==> config.mk <==
export PLATFORM = sky130hd
export DESIGN_NAME = line_xfer_unit
export DESIGN_NICKNAME = d
export VERILOG_FILES = /design/src/rtl/line_xfer_pkg.sv /design/src/rtl/line_xfer_unit_beat_buffer.sv /design/src/rtl/line_xfer_unit.sv
export SDC_FILE = /design/constraint.sdc
export NUM_CORES = 2
export LEC_CHECK = 0
export BUFFER_PORTS_ARGS = -buffer_cell sky130_fd_sc_hd__buf_4
export CORE_AREA = 2 2 480 482
export DETAILED_ROUTE_END_ITERATION = 6
export DIE_AREA = 0 0 482 484
export HOLD_SLACK_MARGIN = 0.05
export SYNTH_ARGS = -nofsm -noshare
export SYNTH_HDL_FRONTEND = slang
export SYNTH_SLANG_ARGS = --single-unit
==> constraint.sdc <==
create_clock -name clk -period 5.3 [get_ports clk]
set_input_delay 0.53 -clock clk [delete_from_list [all_inputs] [get_ports clk]]
set_output_delay 0.53 -clock clk [all_outputs]
set_load 0.02 [all_outputs]
==> src/rtl/line_xfer_pkg.sv <==
// Shared types and system-bus constants for the cache-line transfer engine.
package line_xfer_pkg;

    typedef enum logic [2:0] {
        IDLE  = 3'd0,
        ARB   = 3'd1,
        ADDR  = 3'd2,
        WDATA = 3'd3,
        RDATA = 3'd4,
        DONE  = 3'd5
    } state_t;

    localparam int REQTAG_W = 13;

    localparam logic       SYSBUS_READ   = 1'b1;
    localparam logic       SYSBUS_WRITE  = 1'b0;
    localparam logic [3:0] SYSBUS_MEMORY = 4'b0001;

    // Tag layout: direction in bit 12, target space in bits 11:8.
    function automatic logic [REQTAG_W-1:0] make_reqtag(input logic write);
        logic [REQTAG_W-1:0] w_tag;
        w_tag        = '0;
        w_tag[12]    = write ? SYSBUS_WRITE : SYSBUS_READ;
        w_tag[11:8]  = SYSBUS_MEMORY;
        return w_tag;
    endfunction

endpackage

==> src/rtl/line_xfer_unit_beat_buffer.sv <==
// One-line beat buffer: full-line load, indexed beat write (fill) and
// indexed beat read (write-back), plus a look-ahead view of the next line.
module line_beat_buffer #(
    parameter  int BUS_DATA_WIDTH = 64,
    parameter  int LINE_BEATS     = 8,
    localparam int IDX_W          = (LINE_BEATS > 1) ? $clog2(LINE_BEATS) : 1,
    localparam int LINE_W         = BUS_DATA_WIDTH * LINE_BEATS
) (
    input  logic                      clk,
    input  logic                      reset,
    input  logic                      i_load,
    input  logic [LINE_W-1:0]         i_load_line,
    input  logic                      i_wr_en,
    input  logic [IDX_W-1:0]          i_wr_idx,
    input  logic [BUS_DATA_WIDTH-1:0] i_wr_data,
    input  logic [IDX_W-1:0]          i_rd_idx,
    output logic [BUS_DATA_WIDTH-1:0] o_rd_data,
    output logic [LINE_W-1:0]         o_line_next
);

    logic [BUS_DATA_WIDTH-1:0] r_beats [LINE_BEATS];

    always_ff @(posedge clk) begin
        if (!reset) begin
            for (int k = 0; k < LINE_BEATS; k++) begin
                r_beats[k] <= '0;
            end
        end else if (i_load) begin
            for (int k = 0; k < LINE_BEATS; k++) begin
                r_beats[k] <= i_load_line[k*BUS_DATA_WIDTH +: BUS_DATA_WIDTH];
            end
        end else if (i_wr_en) begin
            r_beats[i_wr_idx] <= i_wr_data;
        end
    end

    assign o_rd_data = r_beats[i_rd_idx];

    // Line as it will look after this cycle's beat write, so the final beat
    // can be published without an extra cycle.
    always_comb begin
        o_line_next = '0;
        for (int k = 0; k < LINE_BEATS; k++) begin
            if (i_wr_en && (i_wr_idx == IDX_W'(k))) begin
                o_line_next[k*BUS_DATA_WIDTH +: BUS_DATA_WIDTH] = i_wr_data;
            end else begin
                o_line_next[k*BUS_DATA_WIDTH +: BUS_DATA_WIDTH] = r_beats[k];
            end
        end
    end

endmodule

==> src/rtl/line_xfer_unit.sv <==
// Cache-line transfer engine: arbitrates for the system bus, then issues an
// address beat followed by a line of write data, or collects a line of fill data.
module line_xfer_unit
    import line_xfer_pkg::*;
#(
    parameter  int BUS_DATA_WIDTH = 64,
    parameter  int BUS_TAG_WIDTH  = 13,
    parameter  int ADDR_WIDTH     = 64,
    parameter  int LINE_BEATS     = 8,
    localparam int LINE_W         = BUS_DATA_WIDTH * LINE_BEATS
) (
    input  logic                      clk,
    input  logic                      reset,
    input  logic                      req_valid,
    output logic                      req_ready,
    input  logic                      req_write,
    input  logic [ADDR_WIDTH-1:0]     req_addr,
    input  logic [LINE_W-1:0]         req_wdata,
    output logic                      resp_valid,
    output logic                      resp_write,
    output logic [LINE_W-1:0]         resp_rdata,
    output logic                      abtr_reqcyc,
    input  logic                      abtr_grant,
    output logic                      bus_busy,
    output logic                      main_bus_reqcyc,
    output logic [BUS_DATA_WIDTH-1:0] main_bus_req,
    output logic [BUS_TAG_WIDTH-1:0]  main_bus_reqtag,
    input  logic                      main_bus_respcyc,
    input  logic [BUS_DATA_WIDTH-1:0] main_bus_resp,
    output logic                      main_bus_respack,
    output state_t                    o_dbg_state
);

    localparam int OFF   = $clog2(LINE_BEATS * BUS_DATA_WIDTH / 8);
    localparam int CNT_W = $clog2(LINE_BEATS) + 1;
    localparam int IDX_W = (LINE_BEATS > 1) ? $clog2(LINE_BEATS) : 1;
    localparam logic [CNT_W-1:0]      LAST_BEAT = CNT_W'(LINE_BEATS - 1);
    localparam logic [ADDR_WIDTH-1:0] ADDR_MASK =
        ~((ADDR_WIDTH'(1) << OFF) - ADDR_WIDTH'(1));

    state_t                    r_state;
    state_t                    w_next_state;
    logic [CNT_W-1:0]          r_cnt;
    logic [ADDR_WIDTH-1:0]     r_addr;
    logic                      r_write;
    logic [LINE_W-1:0]         r_resp_rdata;

    logic                      w_accept;
    logic                      w_beat_last;
    logic                      w_fill_store;
    logic [BUS_DATA_WIDTH-1:0] w_wr_beat;
    logic [LINE_W-1:0]         w_line_next;

    // Request handshake: a transfer is taken on any edge where req_valid and
    // req_ready are both high; req_ready is high only while idle, so requests
    // presented during a transfer are simply not taken.
    assign w_accept     = req_valid && (r_state == IDLE);
    assign w_beat_last  = (r_cnt == LAST_BEAT);
    assign w_fill_store = (r_state == RDATA) && main_bus_respcyc;

    line_beat_buffer #(
        .BUS_DATA_WIDTH (BUS_DATA_WIDTH),
        .LINE_BEATS     (LINE_BEATS)
    ) u_buf (
        .clk         (clk),
        .reset       (reset),
        .i_load      (w_accept),
        .i_load_line (req_wdata),
        .i_wr_en     (w_fill_store),
        .i_wr_idx    (r_cnt[IDX_W-1:0]),
        .i_wr_data   (main_bus_resp),
        .i_rd_idx    (r_cnt[IDX_W-1:0]),
        .o_rd_data   (w_wr_beat),
        .o_line_next (w_line_next)
    );

    always_ff @(posedge clk) begin
        if (!reset) begin
            r_state <= IDLE;
        end else begin
            r_state <= w_next_state;
        end
    end

    always_comb begin
        w_next_state = r_state;
        case (r_state)
            IDLE:    if (w_accept) w_next_state = ARB;
            ARB:     if (abtr_grant) w_next_state = ADDR;
            ADDR:    w_next_state = r_write ? WDATA : RDATA;
            WDATA:   if (w_beat_last) w_next_state = DONE;
            RDATA:   if (w_fill_store && w_beat_last) w_next_state = DONE;
            DONE:    w_next_state = IDLE;
            default: w_next_state = IDLE;
        endcase
    end

    always_ff @(posedge clk) begin
        if (!reset) begin
            r_cnt        <= '0;
            r_addr       <= '0;
            r_write      <= 1'b0;
            r_resp_rdata <= '0;
        end else begin
            if (w_accept) begin
                r_addr  <= req_addr & ADDR_MASK;
                r_write <= req_write;
                r_cnt   <= '0;
            end
            case (r_state)
                ADDR:    r_cnt <= '0;
                WDATA:   r_cnt <= r_cnt + CNT_W'(1);
                RDATA:   if (w_fill_store) r_cnt <= r_cnt + CNT_W'(1);
                default: ;
            endcase
            // The visible fill line only changes once the whole line is in.
            if (w_fill_store && w_beat_last) begin
                r_resp_rdata <= w_line_next;
            end
        end
    end

    always_comb begin
        req_ready        = 1'b0;
        abtr_reqcyc      = 1'b0;
        bus_busy         = 1'b0;
        main_bus_reqcyc  = 1'b0;
        main_bus_req     = '0;
        main_bus_reqtag  = '0;
        main_bus_respack = 1'b0;
        resp_valid       = 1'b0;
        resp_write       = 1'b0;
        case (r_state)
            IDLE: req_ready = 1'b1;
            ARB:  abtr_reqcyc = 1'b1;
            ADDR: begin
                main_bus_reqcyc = 1'b1;
                main_bus_req    = BUS_DATA_WIDTH'(r_addr);
                main_bus_reqtag = BUS_TAG_WIDTH'(make_reqtag(r_write));
                bus_busy        = 1'b1;
            end
            WDATA: begin
                main_bus_reqcyc = 1'b1;
                main_bus_req    = w_wr_beat;
                main_bus_reqtag = BUS_TAG_WIDTH'(make_reqtag(r_write));
                bus_busy        = 1'b1;
            end
            RDATA: begin
                bus_busy         = 1'b1;
                main_bus_respack = main_bus_respcyc;
            end
            DONE: begin
                resp_valid = 1'b1;
                resp_write = r_write;
            end
            default: ;
        endcase
    end

    assign resp_rdata  = r_resp_rdata;
    assign o_dbg_state = r_state;

endmodule

Word level (Yosys, flattened, before mapping)
Memories as Yosys holds them, arrays and structs flattened. A register that Yosys moved wholly into a read port is not among the register bits.
Cells that the tools add are included.
{ "op_classes": {"n_eq_ne": 10, "n_reduce_logical": 16, "add_sub_neg": 1, "mux": 39, "bitwise_logic": 8} }
{ "op_table": {"columns": ["op", "count"], "rows": [
  ["two-way mux 64 bit", 9],
  ["one-hot mux 64 bit (2 select lines)", 1],
  ["OR reduction 64 bit", 1],
  ["two-way mux 3 bit", 7],
  ["two-way mux 1 bit", 17],
  ["one-hot mux 3 bit (5 select lines)", 1],
  ["two-way mux 13 bit", 1],
  ["one-hot mux 4 bit (3 select lines)", 1],
  ["logical NOT 1 bit", 8],
  ["two-way mux 4 bit", 2],
  ["bitwise OR 1 bit", 8],
  ["equality test 3 x 2 -> 1 bit (second input constant)", 2],
  ["equality test 3 bit (second input constant)", 2],
  ["adder 4 x 1 -> 4 bit (second input constant)", 1],
  ["equality test 4 x 3 -> 1 bit (second input constant)", 1],
  ["inequality test 2 x 1 -> 1 bit (second input constant)", 2],
  ["inequality test 2 bit (second input constant)", 2],
  ["AND reduction 4 bit", 1],
  ["equality test 3 x 1 -> 1 bit (second input constant)", 1],
  ["logical AND 1 bit", 3],
  ["logical NOT 3 bit", 1],
  ["OR reduction 3 bit", 1],
  ["OR reduction 2 bit", 1]
]} }
{ "totals": {"input_bits": 646, "n_memories": 1, "ff_bits": 66, "out_inout_bits": 599, "mem_bits_rw": 512} }
{ "mem_list": {"columns": ["memory", "depth", "width", "rd", "rd_clocked_by_memory_dff", "wr", "line_no", "source"], "rows": [
  ["u_buf.r_beats", 8, 64, 9, 9, 8, "line_xfer_unit_beat_buffer.sv:21", "logic [BUS_DATA_WIDTH-1:0] r_beats [LINE_BEATS];"]
]} }

Longest topological paths before layout
{ "depth": {"depth_word": 8, "mapped_depth": 10, "ltp_nobuf": 5} }

By module
A second synthesis with hierarchy kept.
{ "hier_totals": {"cells_unflattened": 5188, "hier_area_um2": 53829.1} }
{ "modules_own_cells": {"columns": ["mod", "area_per_inst_um2", "instances", "cells_per_inst"], "rows": [
  ["line_beat_buffer", 31181.2, 1, 2506],
  ["line_xfer_unit", 22648.0, 1, 2682]
]} }

Worst setup path before layout
No wires, ideal clock.
{ "synth_timing": {"kind": "register to register", "start": "register r_state[1], in the netlist o_dbg_state[1]", "end": "memory u_buf.r_beats[5][0] (enable)", "path_stages_with_launch": 9, "path_slack_ps": 1724, "n_path_buf": 4, "required_time_ps": 4867, "setup_ps": 433, "arrival_ps": 3144, "path_cell_list": "dfxtp_1 -> buf_4 -> nand4bb_4 -> inv_2 -> buf_4 -> and3_1 -> buf_2 -> buf_2 -> nand2b_1"} }
{ "synth_lines": {"columns": ["item", "line_no", "source"], "rows": [
  ["start: declaration", "line_xfer_unit.sv:41", "state_t r_state;"],
  ["start signal: assignment", "line_xfer_unit.sv:81", "r_state <= w_next_state;"],
  ["end: declaration", "line_xfer_unit_beat_buffer.sv:21", null]
]} }

==> out/metrics.yaml <==
cpMaxStageDelayCell: "a2111oi_0"
yosysMostFrequentCell: "nand2_1"
finalMaxSlewViolations: 0
p_switching_mw: 5.63
clk_latency_ps: 790
fin_crit_sh_pct: 86.7
row_count: 176
ant_nets: 0
grt_use_total_pct: 24.6
cts_tree: "built"
slowest_delay_ps: 1160
hold_buffers: 500
synth_flop_cell: "dfxtp_1"
setup_tns_ps: 0
drtPass1Iterations: 7
timing.hold.ws_ps: 112
hold_viol: 0
nNetsFinal: 6722
fmax_mhz: 218
post_cts_buffers: 0
vias_per_cell: 5.00
antenna_found_initial: 57
start_util_pct: 20.7
syn-cell-area_um2: 47400
drcViolationCount: 6
clockBufferDepth: 3
synth_top_area_share_pct: 32.5
share_clk_of_total_power_pct: 43.5
io_buffers: 1227
setup-violations-final: 0
cp_num_buf_inv: 2
pre_cts_ws_ps: 1370
grt_start_max_net_pins: 132
violations: "design-rule violations"
num_io_pins: 1245
crit_chain: "nand2b_2 -> buf_4 -> nor2_1 -> a2111oi_0 -> o21ai_0 -> buf_4"
clkSlewWorstSetupHoldPaths_ps: 60
die_w_um: 482
final_cells: 9238
die_h_um: 484
grt_overflow: 0
slew_headroom_pct: 4.84
synth_area_leaders: "edfxtp_1 32%, dfxtp_1 24%, nand2_1 10%, a22o_1 8.7%, a21boi_0 5.7%"
max_cap_violations: 0
synth-seq-area-share_pct: 56.9
synth-edff-count: 512
place_inst: 8466
vias: 46200
cp-start-kind: "flip-flop"
drt_iter0_drc: 5136
cts_buffers: 132
vdd_drop_max_v: 0.000233
min_period_ps: 4600
crit_top_cell: "buf_4"
cts.sinks: 1090
gp_congestion: 0.949
area_delta_synth_final_pct: 45.7
synth_warnings: 0
syn_area_per_cell_um2: 10.4
path_class: "reg -> out"
power_frac_seq_pct: 46.2
routed_wl_um: 300000
wl_per_cell_um: 32.5
power.internal_mw: 15.5
syn_inst: 4542
cp_top_family: "compound AO/OA/AOI/OAI gates"
power_mw: 21.1
clock_skew_ps: 30.6
power_switching_share_pct: 26.7
cts_resized: 0
rsz0062_at_grt: "no"
end_kind: "output pin"
async_flop_share_pct: 0
root_buffer: "clkbuf_16"
crit_fanout: 24
synth_top_cell_by_area: "edfxtp_1"
fin_ws_ps: 704
grt_pass1_vias: 45100
worst_pin_slew_ps: 1390
dieArea_um2: 233000
critPathRequiredTime_ps: 4770
drive_above_1_share_pct: 27.8
synth_cell_types: 64
core_um2: 229000
pwr_density_cell_nw_per_um2: 306
hold_path.class: "in -> reg"
ys_top_cells_by_count: "1306 x nand2_1, 578 x dfxtp_1, 512 x edfxtp_1"
outcome: "complete, but fails checks"
leakagePower_nw: 26.5
dp_hpwl_um: 216000
crit_arrival_ps: 4070
p_comb_share_pct: 10.3
grt_pass1_wl_um: 393000
synth_seq_cells: 1090
cts_htree_levels: 4
[metrics by stage]
stage	area, µm²	util (%)
2_1_floorplan	47400	-
3_3_place_gp	59700	26.1
3_5_place_dp	59700	26.1
4_1_cts	68900	30.2
5_1_grt	69000	30.2
6_report	69000	30.2
[cells in the final DEF (no fill, tap or decap), drive strengths merged, types with 3 or more instances in the layout]
master and n:
buf 1365, nand2 1306, dfxtp 578, edfxtp 512, dlygate4sd3 500, a22o 470
a21boi 451, o21ai 232, clkbuf 186, a21oi 80, a22oi 57, mux2i 48
mux2 41, a31oi 40, mux4 38, clkinv 38, diode 30, nor2 26
a221oi 22, inv 18, o2bb2ai 14, and3 14, nand2b 14, o211ai 13
conb 11, nand3 11, a222oi 9, nor3b 7, o22ai 6, and2 6
nor2b 6, and3b 6, a211o 5, a32oi 5, bufinv 5, a221o 4
a211oi 3, or3 3, nor3 3, a2111oi 3
[worst reg2reg max path: stages (launching register included)]
cell and delay, ps:
dfxtp_4 720, and3b_2 660, buf_4 280, and3_4 510, buf_4 840, a22o_1 380, dlygate4sd3_1 560
[power groups by stage]
stage	sequential, mW	clock, mW	combinational [mW]
3_5_place_dp	9.90	0	1.84
5_1_grt	9.76	9.62	2.26
2_1_floorplan	9.68	0	0.780
3_3_place_gp	9.90	0	1.84
4_1_cts	9.72	9.32	2.17
6_report	9.75	9.19	2.18
[layout make-up]
class | count | area (µm²)
diodes | 30 | 75.1
clock buffers | 186 | 3700
clock inverters | 56 | 536
fillers | 23600 | 160000
inverters | 7 | 27.5
multi-input cells | 2978 | 18400
flip-flops and latches | 1090 | 27000
well taps | 3026 | 3790
repair buffers | 1865 | 15600
[registers in the layout, summed over array words and instances, names as in the netlist]
signal / count
u_buf.r_beats: 512
resp_rdata: 512
r_write: 1
r_cnt: 4
r_addr: 58
o_dbg_state: 3
[worst paths after layout]
kind,end,slack [ps],start,cells after the start
max,main_bus_req[55],700,r_cnt[2],6
min,u_buf.r_beats[1][9],110,req_wdata[73],2
max reg2reg,u_buf.r_beats[3][44],1200,r_cnt[1],6
min reg2reg,resp_rdata[166],450,resp_rdata[166],2
[cells by family (layout without fill, tap and decap cells)]
family / after synthesis / count (layout) / synth area share, %
buffers and inverters: 484 / 2114 / 5.00
adders and majority gates: 2 / 2 / 0.0528
muxes: 127 / 127 / 3.80
and+or+nand+nor: 1410 / 1410 / 11.7
AOI/OAI and AO/OA: 1427 / 1427 / 22.6
DFF: 1090 / 1090 / 56.9
xor gates and xnor gates: 1 / 1 / 0.0185
other: 1 / 41 / 0.00792
[routing by layer]
metal  vias up  global-route usage (%)  routed length [µm]
met3       700                    7.58               32300
li1      19400                       -                   -
met5         -                       0                 113
met2      3259                    38.6              133000
met4        18                    12.2               16800
met1     22800                    30.5              117000
Note: power is estimated with default switching activity, not from simulation.
